--- config.mk ---
export PLATFORM = sky130hd
export DESIGN_NAME = eth_vlg_phy_tx
export DESIGN_NICKNAME = d
export VERILOG_FILES = /design/src/rtl/eth_vlg_phy_tx.sv
export SDC_FILE = /design/constraint.sdc
export NUM_CORES = 1
export LEC_CHECK = 0
export ABC_AREA = 1
export BUFFER_PORTS_ARGS = -buffer_cell sky130_fd_sc_hd__buf_2
export CAP_MARGIN = 20
export CORE_MARGIN = 5
export CORE_UTILIZATION = 45
export DETAILED_ROUTE_END_ITERATION = 8
export GPL_ROUTABILITY_DRIVEN = 0
export HOLD_SLACK_MARGIN = 0.12
export PLACE_DENSITY = 0.71
export SKIP_CTS_REPAIR_TIMING = 1
export SYNTH_ARGS = -nofsm -noshare
export SYNTH_HDL_FRONTEND = slang
export SYNTH_SLANG_ARGS = --single-unit
--- constraint.sdc ---
create_clock -name clk -period 6.1 [get_ports clk]
set_input_delay 0.915 -clock clk [delete_from_list [all_inputs] [get_ports clk]]
set_output_delay 0.915 -clock clk [all_outputs]
set_load 0.005 [all_outputs]
--- src/rtl/eth_vlg_phy_tx.sv ---
// Byte-wide Ethernet MAC transmitter: preamble, SFD, header, payload,
// zero pad and reflected CRC-32 FCS, followed by the inter-frame gap.
module eth_vlg_phy_tx #(
    parameter int PREAMBLE_LEN = 7,
    parameter int MIN_PAYLOAD  = 46,
    parameter int MAX_LEN      = 1500,
    parameter int IFG          = 12
) (
    input  logic        clk,
    input  logic        rst,
    input  logic        rdy,
    output logic        req,
    output logic        ack,
    output logic        done,
    input  logic [47:0] dst_mac,
    input  logic [47:0] src_mac,
    input  logic [15:0] ethertype,
    input  logic [15:0] length,
    input  logic [7:0]  dat_in,
    input  logic        abort,
    output logic        phy_clk,
    output logic        phy_rst,
    output logic [7:0]  phy_dat,
    output logic        phy_val,
    output logic        phy_err
);

    typedef enum logic [2:0] {
        IDLE, PREAMBLE, SFD, HEADER, PAYLOAD, PAD, FCS, GAP
    } state_t;

    localparam logic [15:0] MAXL = 16'(MAX_LEN);
    localparam logic [15:0] MINP = 16'(MIN_PAYLOAD);
    localparam logic [15:0] PREL = 16'(PREAMBLE_LEN);
    localparam logic [15:0] GAPL = 16'(IFG - 1);

    state_t       st;
    logic [15:0]  cnt;
    logic [15:0]  len_q;
    logic [15:0]  plen_q;
    logic [15:0]  req_left;
    logic         req_q;
    logic [31:0]  crc;
    logic [111:0] hdr_q;

    logic [15:0]  len_eff;
    logic [15:0]  plen_in;
    logic [15:0]  nidx;
    logic         n_pay;
    logic         n_pad;
    logic [7:0]   nbyte;
    logic [7:0]   hbyte;

    function automatic logic [31:0] crc8(
        input logic [31:0] c,
        input logic [7:0]  d
    );
        logic [31:0] r;
        r = c ^ {24'h0, d};
        for (int i = 0; i < 8; i++)
            r = r[0] ? ((r >> 1) ^ 32'hEDB88320) : (r >> 1);
        return r;
    endfunction

    assign phy_clk = clk;
    assign phy_rst = ~rst;
    assign req     = req_q & ~abort;

    assign len_eff = (length > MAXL) ? MAXL : length;
    assign plen_in = (len_eff < MINP) ? MINP : len_eff;
    assign hbyte   = hdr_q[111:104];

    // index of the byte after the current one within payload+pad
    always_comb begin
        nidx  = (st == HEADER) ? 16'd0 : cnt + 16'd1;
        n_pay = nidx < len_q;
        n_pad = !n_pay && (nidx < plen_q);
        nbyte = n_pay ? dat_in : 8'h00;
    end

    always_ff @(posedge clk or negedge rst) begin
        if (!rst) begin
            st       <= IDLE;
            cnt      <= '0;
            len_q    <= '0;
            plen_q   <= '0;
            req_left <= '0;
            req_q    <= 1'b0;
            crc      <= '1;
            hdr_q    <= '0;
            ack      <= 1'b0;
            done     <= 1'b0;
            phy_dat  <= '0;
            phy_val  <= 1'b0;
            phy_err  <= 1'b0;
        end else begin
            ack     <= 1'b0;
            done    <= 1'b0;
            phy_err <= 1'b0;
            if (req_q) begin
                req_left <= req_left - 16'd1;
                if (req_left == 16'd1)
                    req_q <= 1'b0;
            end
            if (abort && st != IDLE && st != GAP) begin
                st      <= GAP;
                cnt     <= '0;
                req_q   <= 1'b0;
                phy_val <= 1'b1;
                phy_err <= 1'b1;
                phy_dat <= 8'h00;
            end else begin
                case (st)
                    IDLE: begin
                        phy_val <= 1'b0;
                        phy_dat <= 8'h00;
                        if (rdy) begin
                            hdr_q   <= {dst_mac, src_mac, ethertype};
                            len_q   <= len_eff;
                            plen_q  <= plen_in;
                            crc     <= '1;
                            ack     <= 1'b1;
                            phy_val <= 1'b1;
                            phy_dat <= 8'h55;
                            cnt     <= 16'd1;
                            st      <= PREAMBLE;
                        end
                    end
                    PREAMBLE: begin
                        if (cnt == PREL) begin
                            phy_dat <= 8'hD5;
                            st      <= SFD;
                        end else begin
                            phy_dat <= 8'h55;
                            cnt     <= cnt + 16'd1;
                        end
                    end
                    SFD: begin
                        phy_dat <= hbyte;
                        hdr_q   <= hdr_q << 8;
                        crc     <= crc8(crc, hbyte);
                        cnt     <= '0;
                        st      <= HEADER;
                    end
                    HEADER, PAYLOAD, PAD: begin
                        // first request two bytes ahead of the payload
                        if (st == HEADER && cnt == 16'd11 && len_q != 16'd0) begin
                            req_q    <= 1'b1;
                            req_left <= len_q;
                        end
                        if (st == HEADER && cnt != 16'd13) begin
                            phy_dat <= hbyte;
                            hdr_q   <= hdr_q << 8;
                            crc     <= crc8(crc, hbyte);
                            cnt     <= cnt + 16'd1;
                        end else if (n_pay || n_pad) begin
                            phy_dat <= nbyte;
                            crc     <= crc8(crc, nbyte);
                            cnt     <= nidx;
                            st      <= n_pay ? PAYLOAD : PAD;
                        end else begin
                            phy_dat <= ~crc[7:0];
                            crc     <= {8'h00, crc[31:8]};
                            cnt     <= '0;
                            st      <= FCS;
                        end
                    end
                    FCS: begin
                        if (cnt == 16'd3) begin
                            phy_val <= 1'b0;
                            phy_dat <= 8'h00;
                            cnt     <= '0;
                            st      <= GAP;
                        end else begin
                            phy_dat <= ~crc[7:0];
                            crc     <= {8'h00, crc[31:8]};
                            cnt     <= cnt + 16'd1;
                            done    <= (cnt == 16'd2);
                        end
                    end
                    GAP: begin
                        phy_val <= 1'b0;
                        phy_dat <= 8'h00;
                        if (cnt == GAPL) begin
                            cnt <= '0;
                            st  <= IDLE;
                        end else begin
                            cnt <= cnt + 16'd1;
                        end
                    end
                    default: st <= IDLE;
                endcase
            end
        end
    end

endmodule

==> flow_summary.json, run 1 <==
{
  "vdd.ir_drop.worst_mv": 0.6801,
  "ant_nets": 0,
  "die_area_mm2": 0.03503,
  "grt_use_total_pct": 23.02,
  "fin_skew_ps": 13.24,
  "die_w_um": 187.2,
  "drc": 0,
  "endpoint_kind": "flip-flop",
  "yosysSeqAreaShare_pct": 39.97,
  "fin_crit_sh_pct": 79.79,
  "setup_violations": 0,
  "synth.distinct_cells": 56,
  "yosysTopAreaCell": "dfrtp_1",
  "synth_compound_area_share_pct": 15.43,
  "setup.worst_path.end": "crc[27]",
  "rows": 64,
  "critical_path_required_ps": 6700,
  "grt_pass1_vias": 13270,
  "synth_xor_xnor_area_share_pct": 7.504,
  "timing.fmax_mhz": 205.5,
  "r2r_end": "crc[27]",
  "grt-ovfl-total": 0,
  "crit_fanout": 19,
  "ys_seq_elements": 224,
  "tightest_slew_ps": 1170,
  "io_pins": 155,
  "grt_max_degree": 225,
  "drv_cap": 0,
  "cp-startpoint": "cnt[0]",
  "yosys-top-cells-area": "dfrtp_1, nand2_1, dfstp_2, nor2_1, inv_1",
  "slew_violations": 0,
  "avgSynthCellArea_um2": 7.517,
  "num_vias": 13430,
  "drive_gt1_share_pct": 15.95,
  "synth_top_flop_cell": "dfrtp_1",
  "power_leakage_nw": 7.973,
  "synth_simple_gate_area_share_pct": 26.10,
  "synthArstFlopShare_pct": 100.0,
  "grt_setup_unrepaired": "no",
  "yosysTopAreaCellShare_pct": 34.02,
  "mostFrequentLayoutCell": "nand2_1",
  "power_mw": 11.13,
  "nets": 2174,
  "io_buffer_count": 154,
  "syn-num-nets": 2052,
  "netlist_instances": 1879,
  "status": "finished clean",
  "start_util_pct": 45.81,
  "slew_headroom_pct": 21.44,
  "setup_tns_ps": 0,
  "hpwlAfterDp_um": 28820,
  "core_mm2": 0.03083,
  "antenna_found_initial": 9,
  "synth_top_family_by_area": "simple AND/OR/NAND/NOR gates",
  "path_clk_slew_ps": 70,
  "min_period_ps": 4867,
  "start_kind": "flip-flop",
  "hp-class": "primary input to async pin",
  "post-place-cells": 2365,
  "drt_wl_total_um": 41180,
  "finalHoldViolCount": 0,
  "instances_no_fill": 2417,
  "netlist_area_mm2": 0.01412,
  "synthAdderAreaFrac_pct": 2.923,
  "synth_mux_area_share_pct": 0,
  "dr.pass1.iters": 6,
  "first_iter_violations": 1356,
  "die_h_um": 187.2,
  "final_cell_mix": "nand2_1, nor2_1, inv_1, dfrtp_1, buf_2",
  "p_per_area_mw_per_mm2": 686.9,
  "synth_edf_count": 0,
  "reg2reg_depth": 21,
  "worstPathArrival_ps": 5460,
  "reg2reg_from": "cnt[0]",
  "grt_pass1_wl_um": 67100,
  "r2r_slack_ps": 1230,
  "cts_tree": "built",
  "via_per_inst": 5.558,
  "wl_per_cell_um": 17.04,
  "yosysWarnings": 0,
  "clock_latency_ps": 670,
  "path_class": "flip-flop to flip-flop",
  "area_growth_pct": 14.77
}
worst min path at each step:
stage                from         end  slack [ps]  cells after the start
3_3_place_gp   plen_q[13]  plen_q[13]         450                      2
5_1_grt               rst    hdr_q[7]         310                      1
6_report              rst    hdr_q[7]         240                      1
3_5_place_dp   plen_q[11]  plen_q[11]         450                      2
4_1_cts               rst    hdr_q[7]         270                      1
2_1_floorplan  plen_q[11]  plen_q[11]         440                      2
cell type report:
| type | instances | area (µm²) |
|---|---|---|
| diodes | 2 | 5.005 |
| clock inverters | 8 | 80.08 |
| multi-input cells | 1360 | 7363 |
| clock buffers | 43 | 860.8 |
| fillers | 2925 | 14620 |
| flip-flops and latches | 224 | 5645 |
| well taps | 396 | 495.5 |
| repair buffers | 174 | 965.9 |
| inverters | 210 | 793.3 |
synth_stat cells, types with 6 or more instances:
| cell type | count |
|---|---|
| inv_1 | 201 |
| nand3_1 | 95 |
| xnor2_1 | 23 |
| a22oi_1 | 18 |
| dfrtp_1 | 192 |
| a31oi_1 | 101 |
| o22ai_1 | 23 |
| nand2_2 | 25 |
| ha_1 | 33 |
| o211ai_1 | 29 |
| a21oi_1 | 57 |
| clkbuf_1 | 70 |
| nand2_1 | 455 |
| nand4_1 | 17 |
| xor2_1 | 83 |
| nor2_1 | 202 |
| nor4_1 | 12 |
| buf_1 | 6 |
| nor3_1 | 15 |
| dfstp_2 | 32 |
| o21ai_0 | 94 |
| a211oi_1 | 10 |
worst max-delay path, cell delays in order (launching register included):
cell,delay [ps]
dfrtp_1,460
ha_1,270
inv_1,140
nor2_8,170
nand3_2,110
nor3_1,260
nand2_1,120
xor2_1,220
nor2_1,90
ha_1,310
nand4_1,100
inv_1,80
nand2_1,50
nand3b_2,110
nor2_2,60
a21oi_4,520
nand2_4,160
nand2_1,170
inv_1,220
nor3_1,760
nand3_1,180
a32oi_1,220
registers in the layout (all words and copies together) (netlist names), 3 cells and up:
register  flops
crc          32
phy_dat       8
hdr_q       112
plen_q       16
st            3
cnt          16
req_left     16
len_q        16
kinds of logic (layout without fill, tap and decap cells):
kind of cell | count (synthesis) | after routing
buffers and inverters | 295 | 435
AOI/OAI and AO/OA | 359 | 359
xor gates and xnor gates | 113 | 113
DFF | 224 | 224
and+or+nand+nor | 855 | 855
adders and majority gates | 33 | 33
other | 0 | 2
per-layer routing:
layer	vias up	wire, µm	track usage (%)
li1	6445	-	-
met1	6262	17420	30.51
met2	571	18130	35.91
met3	139	3905	6.234
met4	16	1639	9.300
met5	-	84	0
through the flow:
step / utilization [%] / hold WS, ps / instance area, µm² / setup WS (ps)
floorplan: - / 436.1 / 14120 / 2024
global placement: 49.44 / 451.1 / 15240 / 1599
detailed placement: 49.53 / 452.1 / 15270 / 1340
CTS: 52.56 / 272.8 / 16200 / 1320
global route: 52.56 / 307.8 / 16200 / 730.0
finish: 52.58 / 244.1 / 16210 / 1233
report_power, final:
part / internal, mW / total [mW] / switching (mW)
sequential: 2.22 / 2.67 / 0.455
combinational: 2.32 / 6.78 / 4.46
clock: 1.02 / 1.68 / 0.666
total: 5.55 / 11.1 / 5.58
(Power assumes the default switching activity.)
==> run 2: changes to the inputs <==
==> constraint.sdc (replaced) <==
create_clock -name clk -period 5 [get_ports clk]
set_input_delay 0.75 -clock clk [delete_from_list [all_inputs] [get_ports clk]]
set_output_delay 0.75 -clock clk [all_outputs]
set_load 0.005 [all_outputs]
==> run 2 against run 1 <==
Against the previous run: hold slack worse by 150 ps; routed wire length up 0.15%; clock-buffer cell count fell by 2; clock power is 33% higher; global-route usage is 0.12 points lower.
==> flow_summary.json, run 2 (synthesis gave the netlist of run 1 again) <==
{
  "ant_nets": 0,
  "start_util_pct": 45.81,
  "via_per_inst": 5.519,
  "p_per_area_mw_per_mm2": 841.0,
  "crit_fanout": 16,
  "grt_max_degree": 225,
  "antenna_found_initial": 12,
  "largest_register_ffs": 112,
  "fin_skew_ps": 12.41,
  "setup_slack_ps": 457.2,
  "die_area_mm2": 0.03503,
  "drc": 0,
  "regArea_mm2": 0.005645,
  "core_mm2": 0.03083,
  "min_period_ps": 4543,
  "final_cell_mix": "nand2_1, nor2_1, inv_1, dfrtp_1, buf_2",
  "io_pins": 155,
  "dpl_worst_slack_ps": 411.3,
  "grt_setup_unrepaired": "no",
  "cp_top_family": "simple AND/OR/NAND/NOR gates",
  "grt-ovfl-total": 0,
  "slowest_stage": "dfrtp_1",
  "vdd.ir_drop.worst_mv": 0.5977,
  "die_w_um": 187.2,
  "endpoint_kind": "flip-flop",
  "hp-class": "primary input to async pin",
  "fin_crit_sh_pct": 90.86,
  "first_iter_violations": 1160,
  "drt_wl_total_um": 41250,
  "fin_hold_ws_ps": 95.76,
  "cts_tree": "built",
  "slew_violations": 0,
  "critical_path_required_ps": 5590,
  "tightest_slew_ps": 1111,
  "crit_top_cell": "nand2_1",
  "mostFrequentLayoutCell": "nand2_1",
  "multi_input_area_mm2": 0.007363,
  "crit_buf_inv": 5,
  "io_buffer_count": 154,
  "slowest_delay_ps": 470,
  "top_regs": "hdr_q: 112 flops, crc: 32 flops",
  "fillCellCount": 2923,
  "path_class": "flip-flop to flip-flop",
  "setup_violations": 0,
  "clock_latency_ps": 660,
  "num_vias": 13390,
  "power_leakage_nw": 8.026,
  "path_clk_slew_ps": 60,
  "grt_use_total_pct": 22.91,
  "slew_headroom_pct": 25.40,
  "grt_pass1_vias": 13060,
  "area_growth_pct": 15.71,
  "drive_gt1_share_pct": 16.25,
  "setup_tns_ps": 0,
  "top_register": "hdr_q",
  "wl_per_cell_um": 17.00,
  "dr.pass1.iters": 5,
  "worstPathArrival_ps": 5130,
  "hpwlAfterDp_um": 28830,
  "die_h_um": 187.2,
  "timing.fmax_mhz": 220.1,
  "drv_cap": 0,
  "grt_pass1_wl_um": 66830,
  "rows": 64,
  "start_kind": "flip-flop",
  "status": "finished clean",
  "nets": 2177,
  "finalHoldViolCount": 0
}
[run 2: cell count changes in the layout (fill, tap and decap cells not counted), sizes merged]
cell / previous run / this run
inv: 208 / 209
clkinvlp: 0 / 1
diode: 2 / 5
buf: 175 / 178
clkbuf: 42 / 40
bufinv: 1 / 4
[run 2: final cells by class]
| cell class | instances | share of cell area (%) |
|---|---|---|
| multi-input cells | 1360 | 45.06 |
| flip-flops and latches | 224 | 34.55 |
| repair buffers | 177 | 6.156 |
| clock buffers | 41 | 5.160 |
| inverters | 210 | 4.854 |
| well taps | 396 | 3.032 |
| clock inverters | 13 | 1.118 |
| diodes | 5 | 0.07656 |
[run 2: routing by layer]
metal | global-route usage [%] | vias to the layer above | share of wire, %
li1 | - | 6441 | -
met1 | 30.42 | 6234 | 43
met3 | 6.178 | 149 | 8.9
met2 | 35.25 | 548 | 44
met5 | 0 | - | 0.24
met4 | 10.13 | 18 | 4.0
[run 2: power by group]
group          total [mW]  internal (mW)  switching (mW)
registers            3.27           2.70           0.568
clock network        2.23           1.38           0.843
logic                8.24           2.82            5.43
[run 2: path summary, 6_finish.rpt]
path,endpoint,cells after the start,from,slack (ps)
min reg2reg,plen_q[11],2,plen_q[11],460
max reg2reg,crc[17],29,cnt[0],460
max in group asynchronous,phy_dat[0],2,rst,3740
min,hdr_q[11],1,rst,100
max,crc[17],29,cnt[0],460
min in group clk,hdr_q[48],3,src_mac[32],330
[run 2: through the flow]
stage	cell area (µm²)	power [mW]	std cells	util, %
global route	16330	14.83	2423	52.98
detailed placement	15250	11.36	2363	49.45
CTS	16270	13.66	2416	52.76
finish	16340	13.74	2426	53.01
global placement	15250	11.15	2363	49.45
floorplan	14120	9.314	1879	-
[run 2: worst reg2reg max path: cells and delay by family (launching register included)]
family,cells,cell delay [ps]
flip-flops,1,470
buffers and inverters,5,620
AND/OR/NAND/NOR,18,2180
adder cells (fa/ha/maj),2,600
XOR/XNOR,2,410
AO/OA/AOI/OAI,2,200
